`src/rtl/troco_dispenser_if.sv`:
```
// rtl/troco_dispenser_if.sv - payout request and coin-ejection handshake bundle
interface troco_dispenser_if;
  logic       req;
  logic [3:0] amount;
  logic       refill;
  logic       busy;
  logic [1:0] coin;
  logic       coin_valid;
  logic       coin_ack;
  logic       done;
  logic       short;
  logic [3:0] remaining;

  modport master (
    output req, amount, refill, coin_ack,
    input  busy, coin, coin_valid, done, short, remaining
  );

  modport slave (
    input  req, amount, refill, coin_ack,
    output busy, coin, coin_valid, done, short, remaining
  );
endinterface

```
`src/rtl/troco_dispenser.sv`:
```
// rtl/troco_dispenser.sv - greedy change payout FSM driving a one-coin-at-a-time ejector
// Optional per-denomination coin inventory is enabled by defining TROCO_INVENTORY_EN.
module troco_dispenser #(
  parameter int MAX_UNITS = 15,
  parameter int COIN_GAP  = 2,
  parameter int INV_INIT  = 8
) (
  input logic              clk,
  input logic              reset,
  troco_dispenser_if.slave bus
);
  typedef enum logic [2:0] {IDLE, SELECT, OFFER, GAP, DONE} state_t;

  localparam int              GAP_W    = (COIN_GAP > 1) ? $clog2(COIN_GAP) : 1;
  localparam logic [GAP_W-1:0] GAP_LAST = GAP_W'(COIN_GAP - 1);

  state_t           state, state_n;
  logic [3:0]       rem, rem_n;
  logic [1:0]       coin_q, coin_n;
  logic [GAP_W-1:0] gap_cnt, gap_n;
  logic [3:0]       remaining_q, remaining_n;
  logic             short_q, short_n;
  logic [3:0]       req_amt;
  logic             has25, has10, has5;

  function automatic logic [3:0] coin_units(input logic [1:0] c);
    case (c)
      2'b11:   coin_units = 4'd5;
      2'b10:   coin_units = 4'd2;
      2'b01:   coin_units = 4'd1;
      default: coin_units = 4'd0;
    endcase
  endfunction

  assign req_amt = ({1'b0, bus.amount} > 5'(MAX_UNITS)) ? 4'(MAX_UNITS) : bus.amount;

`ifdef TROCO_INVENTORY_EN
  logic [7:0] cnt25, cnt10, cnt5;

  assign has25 = (cnt25 != 8'd0);
  assign has10 = (cnt10 != 8'd0);
  assign has5  = (cnt5  != 8'd0);

  // Refill is applied in IDLE before the same-cycle request reaches SELECT.
  always_ff @(posedge clk or posedge reset) begin
    if (reset) begin
      cnt25 <= 8'(INV_INIT);
      cnt10 <= 8'(INV_INIT);
      cnt5  <= 8'(INV_INIT);
    end else if (state == IDLE && bus.refill) begin
      cnt25 <= 8'(INV_INIT);
      cnt10 <= 8'(INV_INIT);
      cnt5  <= 8'(INV_INIT);
    end else if (state == OFFER && bus.coin_ack) begin
      case (coin_q)
        2'b11:   cnt25 <= cnt25 - 8'd1;
        2'b10:   cnt10 <= cnt10 - 8'd1;
        2'b01:   cnt5  <= cnt5 - 8'd1;
        default: ;
      endcase
    end
  end
`else
  localparam int unused_inv_init = INV_INIT;
  logic unused_refill;

  assign unused_refill = bus.refill;
  assign has25 = 1'b1;
  assign has10 = 1'b1;
  assign has5  = 1'b1;
`endif

  always_ff @(posedge clk or posedge reset) begin
    if (reset) state <= IDLE;
    else       state <= state_n;
  end

  always_ff @(posedge clk or posedge reset) begin
    if (reset) begin
      rem         <= 4'd0;
      coin_q      <= 2'b00;
      gap_cnt     <= '0;
      remaining_q <= 4'd0;
      short_q     <= 1'b0;
    end else begin
      rem         <= rem_n;
      coin_q      <= coin_n;
      gap_cnt     <= gap_n;
      remaining_q <= remaining_n;
      short_q     <= short_n;
    end
  end

  always_comb begin
    state_n     = state;
    rem_n       = rem;
    coin_n      = coin_q;
    gap_n       = gap_cnt;
    remaining_n = remaining_q;
    short_n     = short_q;
    case (state)
      IDLE: begin
        if (bus.req) begin
          rem_n       = req_amt;
          remaining_n = 4'd0;
          short_n     = 1'b0;
          state_n     = (req_amt == 4'd0) ? DONE : SELECT;
        end
      end
      SELECT: begin
        // Largest coin that fits and is in stock; none left means a short payout.
        if (rem >= 4'd5 && has25) begin
          coin_n  = 2'b11;
          state_n = OFFER;
        end else if (rem >= 4'd2 && has10) begin
          coin_n  = 2'b10;
          state_n = OFFER;
        end else if (rem != 4'd0 && has5) begin
          coin_n  = 2'b01;
          state_n = OFFER;
        end else begin
          remaining_n = rem;
          short_n     = (rem != 4'd0);
          state_n     = DONE;
        end
      end
      OFFER: begin
        if (bus.coin_ack) begin
          rem_n = rem - coin_units(coin_q);
          if (rem_n == 4'd0) begin
            remaining_n = 4'd0;
            short_n     = 1'b0;
            state_n     = DONE;
          end else if (COIN_GAP == 0) begin
            state_n = SELECT;
          end else begin
            gap_n   = GAP_LAST;
            state_n = GAP;
          end
        end
      end
      GAP: begin
        if (gap_cnt == '0) state_n = SELECT;
        else               gap_n   = gap_cnt - 1'b1;
      end
      DONE: state_n = IDLE;
      default: state_n = IDLE;
    endcase
  end

  assign bus.busy       = (state != IDLE);
  assign bus.coin_valid = (state == OFFER);
  assign bus.coin       = (state == OFFER) ? coin_q : 2'b00;
  assign bus.done       = (state == DONE);
  assign bus.short      = short_q;
  assign bus.remaining  = remaining_q;
endmodule

```
`src/flat_wrapper.sv`:
```
// flat-port wrapper written by rule: the top's interface ports become plain ports
module troco_dispenser_flat 
#(
  parameter int MAX_UNITS = 15,
  parameter int COIN_GAP  = 2,
  parameter int INV_INIT  = 8
)
  (clk, reset, bus_req, bus_amount, bus_refill, bus_coin_ack, bus_busy, bus_coin, bus_coin_valid, bus_done, bus_short, bus_remaining);
  troco_dispenser_if bus_i ();
  input logic clk;
  input logic reset;
  input wire logic [$bits(bus_i.req)-1:0] bus_req;
  input wire logic [$bits(bus_i.amount)-1:0] bus_amount;
  input wire logic [$bits(bus_i.refill)-1:0] bus_refill;
  input wire logic [$bits(bus_i.coin_ack)-1:0] bus_coin_ack;
  output wire logic [$bits(bus_i.busy)-1:0] bus_busy;
  output wire logic [$bits(bus_i.coin)-1:0] bus_coin;
  output wire logic [$bits(bus_i.coin_valid)-1:0] bus_coin_valid;
  output wire logic [$bits(bus_i.done)-1:0] bus_done;
  output wire logic [$bits(bus_i.short)-1:0] bus_short;
  output wire logic [$bits(bus_i.remaining)-1:0] bus_remaining;
  assign bus_i.req = bus_req;
  assign bus_i.amount = bus_amount;
  assign bus_i.refill = bus_refill;
  assign bus_i.coin_ack = bus_coin_ack;
  assign bus_busy = bus_i.busy;
  assign bus_coin = bus_i.coin;
  assign bus_coin_valid = bus_i.coin_valid;
  assign bus_done = bus_i.done;
  assign bus_short = bus_i.short;
  assign bus_remaining = bus_i.remaining;
  troco_dispenser #(.MAX_UNITS(MAX_UNITS), .COIN_GAP(COIN_GAP), .INV_INIT(INV_INIT)) u_core (.clk(clk), .reset(reset), .bus(bus_i));
endmodule
```
`config.mk`:
```
export PLATFORM = sky130hd
export DESIGN_NAME = troco_dispenser_flat
export DESIGN_NICKNAME = d
export VERILOG_FILES = /design/src/rtl/troco_dispenser_if.sv /design/src/rtl/troco_dispenser.sv /design/src/flat_wrapper.sv
export SDC_FILE = /design/constraint.sdc
export NUM_CORES = 1
export LEC_CHECK = 0
export CORE_MARGIN = 10
export CORE_UTILIZATION = 30
export DETAILED_ROUTE_END_ITERATION = 12
export GPL_TIMING_DRIVEN = 0
export SYNTH_ARGS = -nofsm -noshare
export SYNTH_HDL_FRONTEND = slang
export SYNTH_SLANG_ARGS = --single-unit
export TNS_END_PERCENT = 1
```
`constraint.sdc`:
```
create_clock -name clk -period 3.2 [get_ports clk]
set_clock_uncertainty 0.1 [all_clocks]
set_input_delay 0.64 -clock clk [delete_from_list [all_inputs] [get_ports clk]]
set_output_delay 0.64 -clock clk [all_outputs]
set_load 0.005 [all_outputs]
```
# ---- Word level (Yosys, flattened, before mapping)
# Index checks and enable logic that the tools add are counted.
dict set report word_totals {
  reg_bits 15
  inputBits 9
}
dict set report op_classes {
  n_eq_ne 15
  order_cmp 2
  mux 37
  n_addsub 2
  reduce_logical 14
}
# cell n
set ops {}
lappend ops {{$mux W4} 10}
lappend ops {{$mux W3} 8}
lappend ops {{$ne A2 B2 Y1 const B} 7}
lappend ops {{$pmux W3 S4} 1}
lappend ops {{$pmux W4 S3} 1}
lappend ops {{$mux W1} 9}
lappend ops {{$pmux W3 S3} 1}
lappend ops {{$reduce_and A3 Y1} 3}
lappend ops {{$reduce_bool A3 Y1} 3}
lappend ops {{$logic_not A4 Y1} 2}
lappend ops {{$mux W2} 4}
lappend ops {{$pmux W4 S2} 1}
lappend ops {{$reduce_and A7 Y1} 1}
lappend ops {{$eq A3 B2 Y1 const B} 2}
lappend ops {{$eq A2 B2 Y1 const B} 2}
lappend ops {{$ge A4 B2 Y1 const B} 1}
lappend ops {{$ge A4 B3 Y1 const B} 1}
lappend ops {{$reduce_bool A2 Y1} 2}
lappend ops {{$reduce_bool A4 Y1} 1}
lappend ops {{$sub A4 B4 Y4} 1}
lappend ops {{$eq A3 B1 Y1 const B} 1}
lappend ops {{$eq A3 B3 Y1 const B} 1}
lappend ops {{$logic_not A3 Y1} 1}
lappend ops {{$pmux W1 S3} 1}
lappend ops {{5 further kinds} 5}

# ---- Longest topological paths before layout
dict set report depth {
  word_depth 9
  depth_mapped 8
  mapped_depth_nobuf 8
}

# ---- Least setup slack after synthesis
# No wires, ideal clock.
dict set report synth_timing {
  path_type {flip-flop to flip-flop}
  from {reg u_core.rem[0]}
  to {reg u_core.state[2]}
  setup_time_ps 121
  arrival_time_ps 1809
  path_stages_with_launch 9
  synth_period_minus_slack_ps 2030
  slack_ps 1170
  n_path_buf 0
  path_cell_list {dfrtp_1 inv_1 ha_1 inv_1 fa_1 and3b_1 nand4b_1 nand2_1 a22o_1}
}
dict set report synth_via {
  elab_chain_len 5
}
# element line
set synth_rtl {}
lappend synth_rtl {{from (decl)} troco_dispenser.sv:18} ;# logic [3:0] rem, rem_n;
lappend synth_rtl {{from (signal assigned)} troco_dispenser.sv:86} ;# rem <= rem_n;
lappend synth_rtl {{$sub A4 B4 Y4 / $reduce_bool A4 Y1 (equally long branches)} {troco_dispenser.sv:129, troco_dispenser.sv:118}}
lappend synth_rtl {{$logic_not A4 Y1 / $mux W3 (equally long branches)} {troco_dispenser.sv:130, troco_dispenser.sv:118}}
lappend synth_rtl {{$mux W3, on equally long branches} {troco_dispenser.sv:130, troco_dispenser.sv:115}}
lappend synth_rtl {{$mux W3, on equally long branches} {troco_dispenser.sv:128, troco_dispenser.sv:112}}
lappend synth_rtl {{$pmux W3 S4 *} troco_dispenser.sv:101} ;# case (state)
lappend synth_rtl {{to (signal assigned)} troco_dispenser.sv:75} ;# else state <= state_n;
lappend synth_rtl {{to (decl)} troco_dispenser.sv:17} ;# state_t state, state_n;
# Mark *: on every way between the ends. The rest lies on a longest branch, timed or not. The select of a mux whose other input is x is not followed.
# A chain may end at the register's enable or synchronous reset.

# ---- Worst setup path in the final report
dict set report layout_timing {
  from {reg u_core.state[2]}
  to {out bus_coin[1]}
}
dict set report layout_via {
  elab_chain_len 2
}
# element line
set layout_rtl {}
lappend layout_rtl {{$eq A3 B2 Y1} troco_dispenser.sv:153} ;# assign bus.coin = (state == OFFER) ? coin_q : 2'b00;
lappend layout_rtl {{$mux W2} troco_dispenser.sv:153}
lappend layout_rtl {{to (decl)} flat_wrapper.sv:17} ;# output wire logic [$bits(bus_i.coin)-1:0] bus_coin;
# Every way passes these cells.

==> results.yml <==
yosys:
  seq_area_frac_synth: 0.370
  syn-cell-area_um2: 946
  yosys.area_share.adder: 0.0608
  synthCells: 103
  synth_top_family_by_area: "simple AND/OR/NAND/NOR gates"
  synth_xor_xnor_area_share: 0.00926
  muxShareOfSynthArea: 0.0317
  ys_warn_count: 0
  ys_ff_latch: 14
  syn_area_per_cell_um2: 9.18
  synth-compound-area-share: 0.209
  yosys.area_share.simple: 0.251
  ys.flop_type: "dfrtp_1"
  synth_edf_count: 0
  syn_nets: 116
  ys_types: 38
  synthArstFlopShare: 1.00
worst_setup_path:
  worstPathArrival_ns: 1.88
  rrSetupSlack_ns: 0.87
  cp_cell_sequence: "buf_2, nor3b_2, buf_4, and2_1, clkdlybuf4s50_1"
  path_class: "flop to output port"
  worst_setup_path_start_kind: "flop"
  worst_setup_path_end_kind: "output port"
  worstPathRequired_ns: 2.46
  critical-path-max-stage-delay_ns: 0.50
  cp_top_family: "buffers and inverters"
  path_buf_inv: 3
  path_max_fanout: 10
  slowest_stage: "clkdlybuf4s50_1"
clock_network:
  cts_made_buffers: 3
  clockBufferDepth: 2
  cts_tree: "yes"
  clock_sinks: 14
  post_cts_buffers: 0
  clk_latency_ns: 0.29
  ctsResizeCount: 0
  clk_pin_slew_ns: 0.10
  hold_buffers: 0
  root_buffer: "clkbuf_4"
  htreeDepth: 1
global_routing:
  antenna_found_initial: 0
  grt_pass1_wl_mm: 4.17
  overflow: 0
  grt_max_degree: 15
  first_global_vias: 846
  grt_usage: 0.0862
min_path:
  hold_path_class: "flop to flop"
power:
  leakagePower_nw: 0.503
  ir_drop_uv: 367
  power_mw: 1.20
  powerDensity_mw_per_mm2: 1000
drt:
  viasPerCell: 4.99
  drc: 0
  ant_nets: 0
  num_vias: 833
  routed_wl_mm: 2.39
  wl_per_cell_um: 14.3
  first_pass_iters: 4
  drt_iter0_drc: 52
timing:
  setup_viol: 0
  rsz0062_at_grt: "false"
  slew_headroom: 0.606
  finalMaxSlewViolations: 0
  min_period_over_period: 0.820
  hold_violations: 0
  fin_setup_tns_ns: 0
  fmax_mhz: 381
  fin_crit_ns: 2.62
  tightestPinTransition_ns: 0.590
run_status:
  status: "complete, no violations"
final_layout:
  final_cell_mix: "clkdlybuf4s50_1 (16), dfrtp_1 (14), nand2_1 (8)"
  fin_util: 0.395
  antenna_cells: 0
  nets: 137
  design_area_mm2: 0.00120
  fillers: 321
  final_cell_count_no_fill: 167
  layout-drive-gt1-share: 0.114
  area_delta_synth_final_pct: 26.6
  final_common_cell: "clkdlybuf4s50_1"
floorplan:
  row_count: 20
  ios: 19
  core_mm2: 0.00303
  die_y_um: 76.2
  initial_utilization: 0.312
  fp.dieW_um: 76.2
  die_area_mm2: 0.00580
place:
  post_dp_cell_area_mm2: 0.00116
  place.gp.congestion: 0.839
  post-place-cells: 163
  dp_hpwl_mm: 1.82
  port_buffers: 16
job:
  maxCapViolations: 0
==> cells by family (layout without fill, tap and decap cells) <==
| group | Yosys count | after routing |
|---|---|---|
| mux | 3 | 3 |
| compound gates | 27 | 27 |
| other cells | 1 | 1 |
| xor+xnor | 1 | 1 |
| flops | 14 | 14 |
| simple gates | 40 | 40 |
| buf+inv | 13 | 33 |
| fa+ha+maj | 4 | 4 |
==> metrics by stage <==
step,worst slack [ns],hold WS (ns)
global placement,0.891,0.386
floorplan,1.17,0.363
detailed placement,0.897,0.400
global route,0.479,0.464
finish,0.576,0.422
CTS,0.561,0.430
==> Yosys cell counts (all sizes together) (3+ instances only) <==
master,n,area (um^2)
dfrtp,14,350
nand2,8,30.0
nor2,7,26.3
buf,5,30.0
inv,5,18.8
nand2b,5,31.3
a21boi,4,30.0
a21oi,4,23.8
nor3b,4,35.0
o21ai,4,20.0
a211oi,3,32.5
clkbuf,3,11.3
ha,3,37.5
mux2i,3,30.0
nand3,3,15.0
nor3,3,15.0
==> power breakdown <==
part	switching (mW)	internal, mW	total (mW)
clock network	0.0642	0.0692	0.133
registers	0.0816	0.238	0.319
logic	0.405	0.344	0.749
==> area by class of cell <==
| cell class | count | area, um^2 | area share |
|---|---|---|---|
| Multi-Input combinational cell | 76 | 536 | 0.447 |
| Sequential cell | 14 | 350 | 0.293 |
| Timing Repair Buffer | 16 | 160 | 0.134 |
| Tap cell | 44 | 55.1 | 0.0460 |
| Buffer | 8 | 41.3 | 0.0345 |
| Clock buffer | 4 | 36.3 | 0.0303 |
| Inverter | 5 | 18.8 | 0.0157 |
==> routing by layer <==
layer  share of wire  vias to the layer above  track usage
met3           0.042                        2       0.0248
met2            0.48                       11        0.139
met4           0.011                        0       0.0390
met5               0                        -            0
li1                -                      405            -
met1            0.47                      415        0.103
==> worst register-to-register path: stages (launching register included) <==
cell	delay [ns]
dfrtp_1	0.46
inv_1	0.11
ha_1	0.16
inv_1	0.06
fa_1	0.42
xnor2_1	0.32
o211ai_1	0.18
nand3_1	0.24
a21boi_0	0.13
==> worst paths after layout <==
check,cells after the start,startpoint,endpoint
setup / recovery,5,u_core.state[2],bus_coin[1]
hold / removal,2,u_core.coin_q[1],u_core.coin_q[1]
setup reg to reg,8,u_core.rem[0],u_core.bus.remaining[3]
hold reg to reg,2,u_core.coin_q[1],u_core.coin_q[1]
max in group asynchronous,2,reset,u_core.bus.remaining[3]
min in group asynchronous,2,reset,u_core.state[1]
==> sequential cells by signal (all words and copies together) (netlist names) <==
register / cells
u_core.bus.remaining: 4
u_core.coin_q: 2
u_core.gap_cnt: 1
u_core.rem: 4
u_core.state: 3
Power figures use the tool's default switching activity.
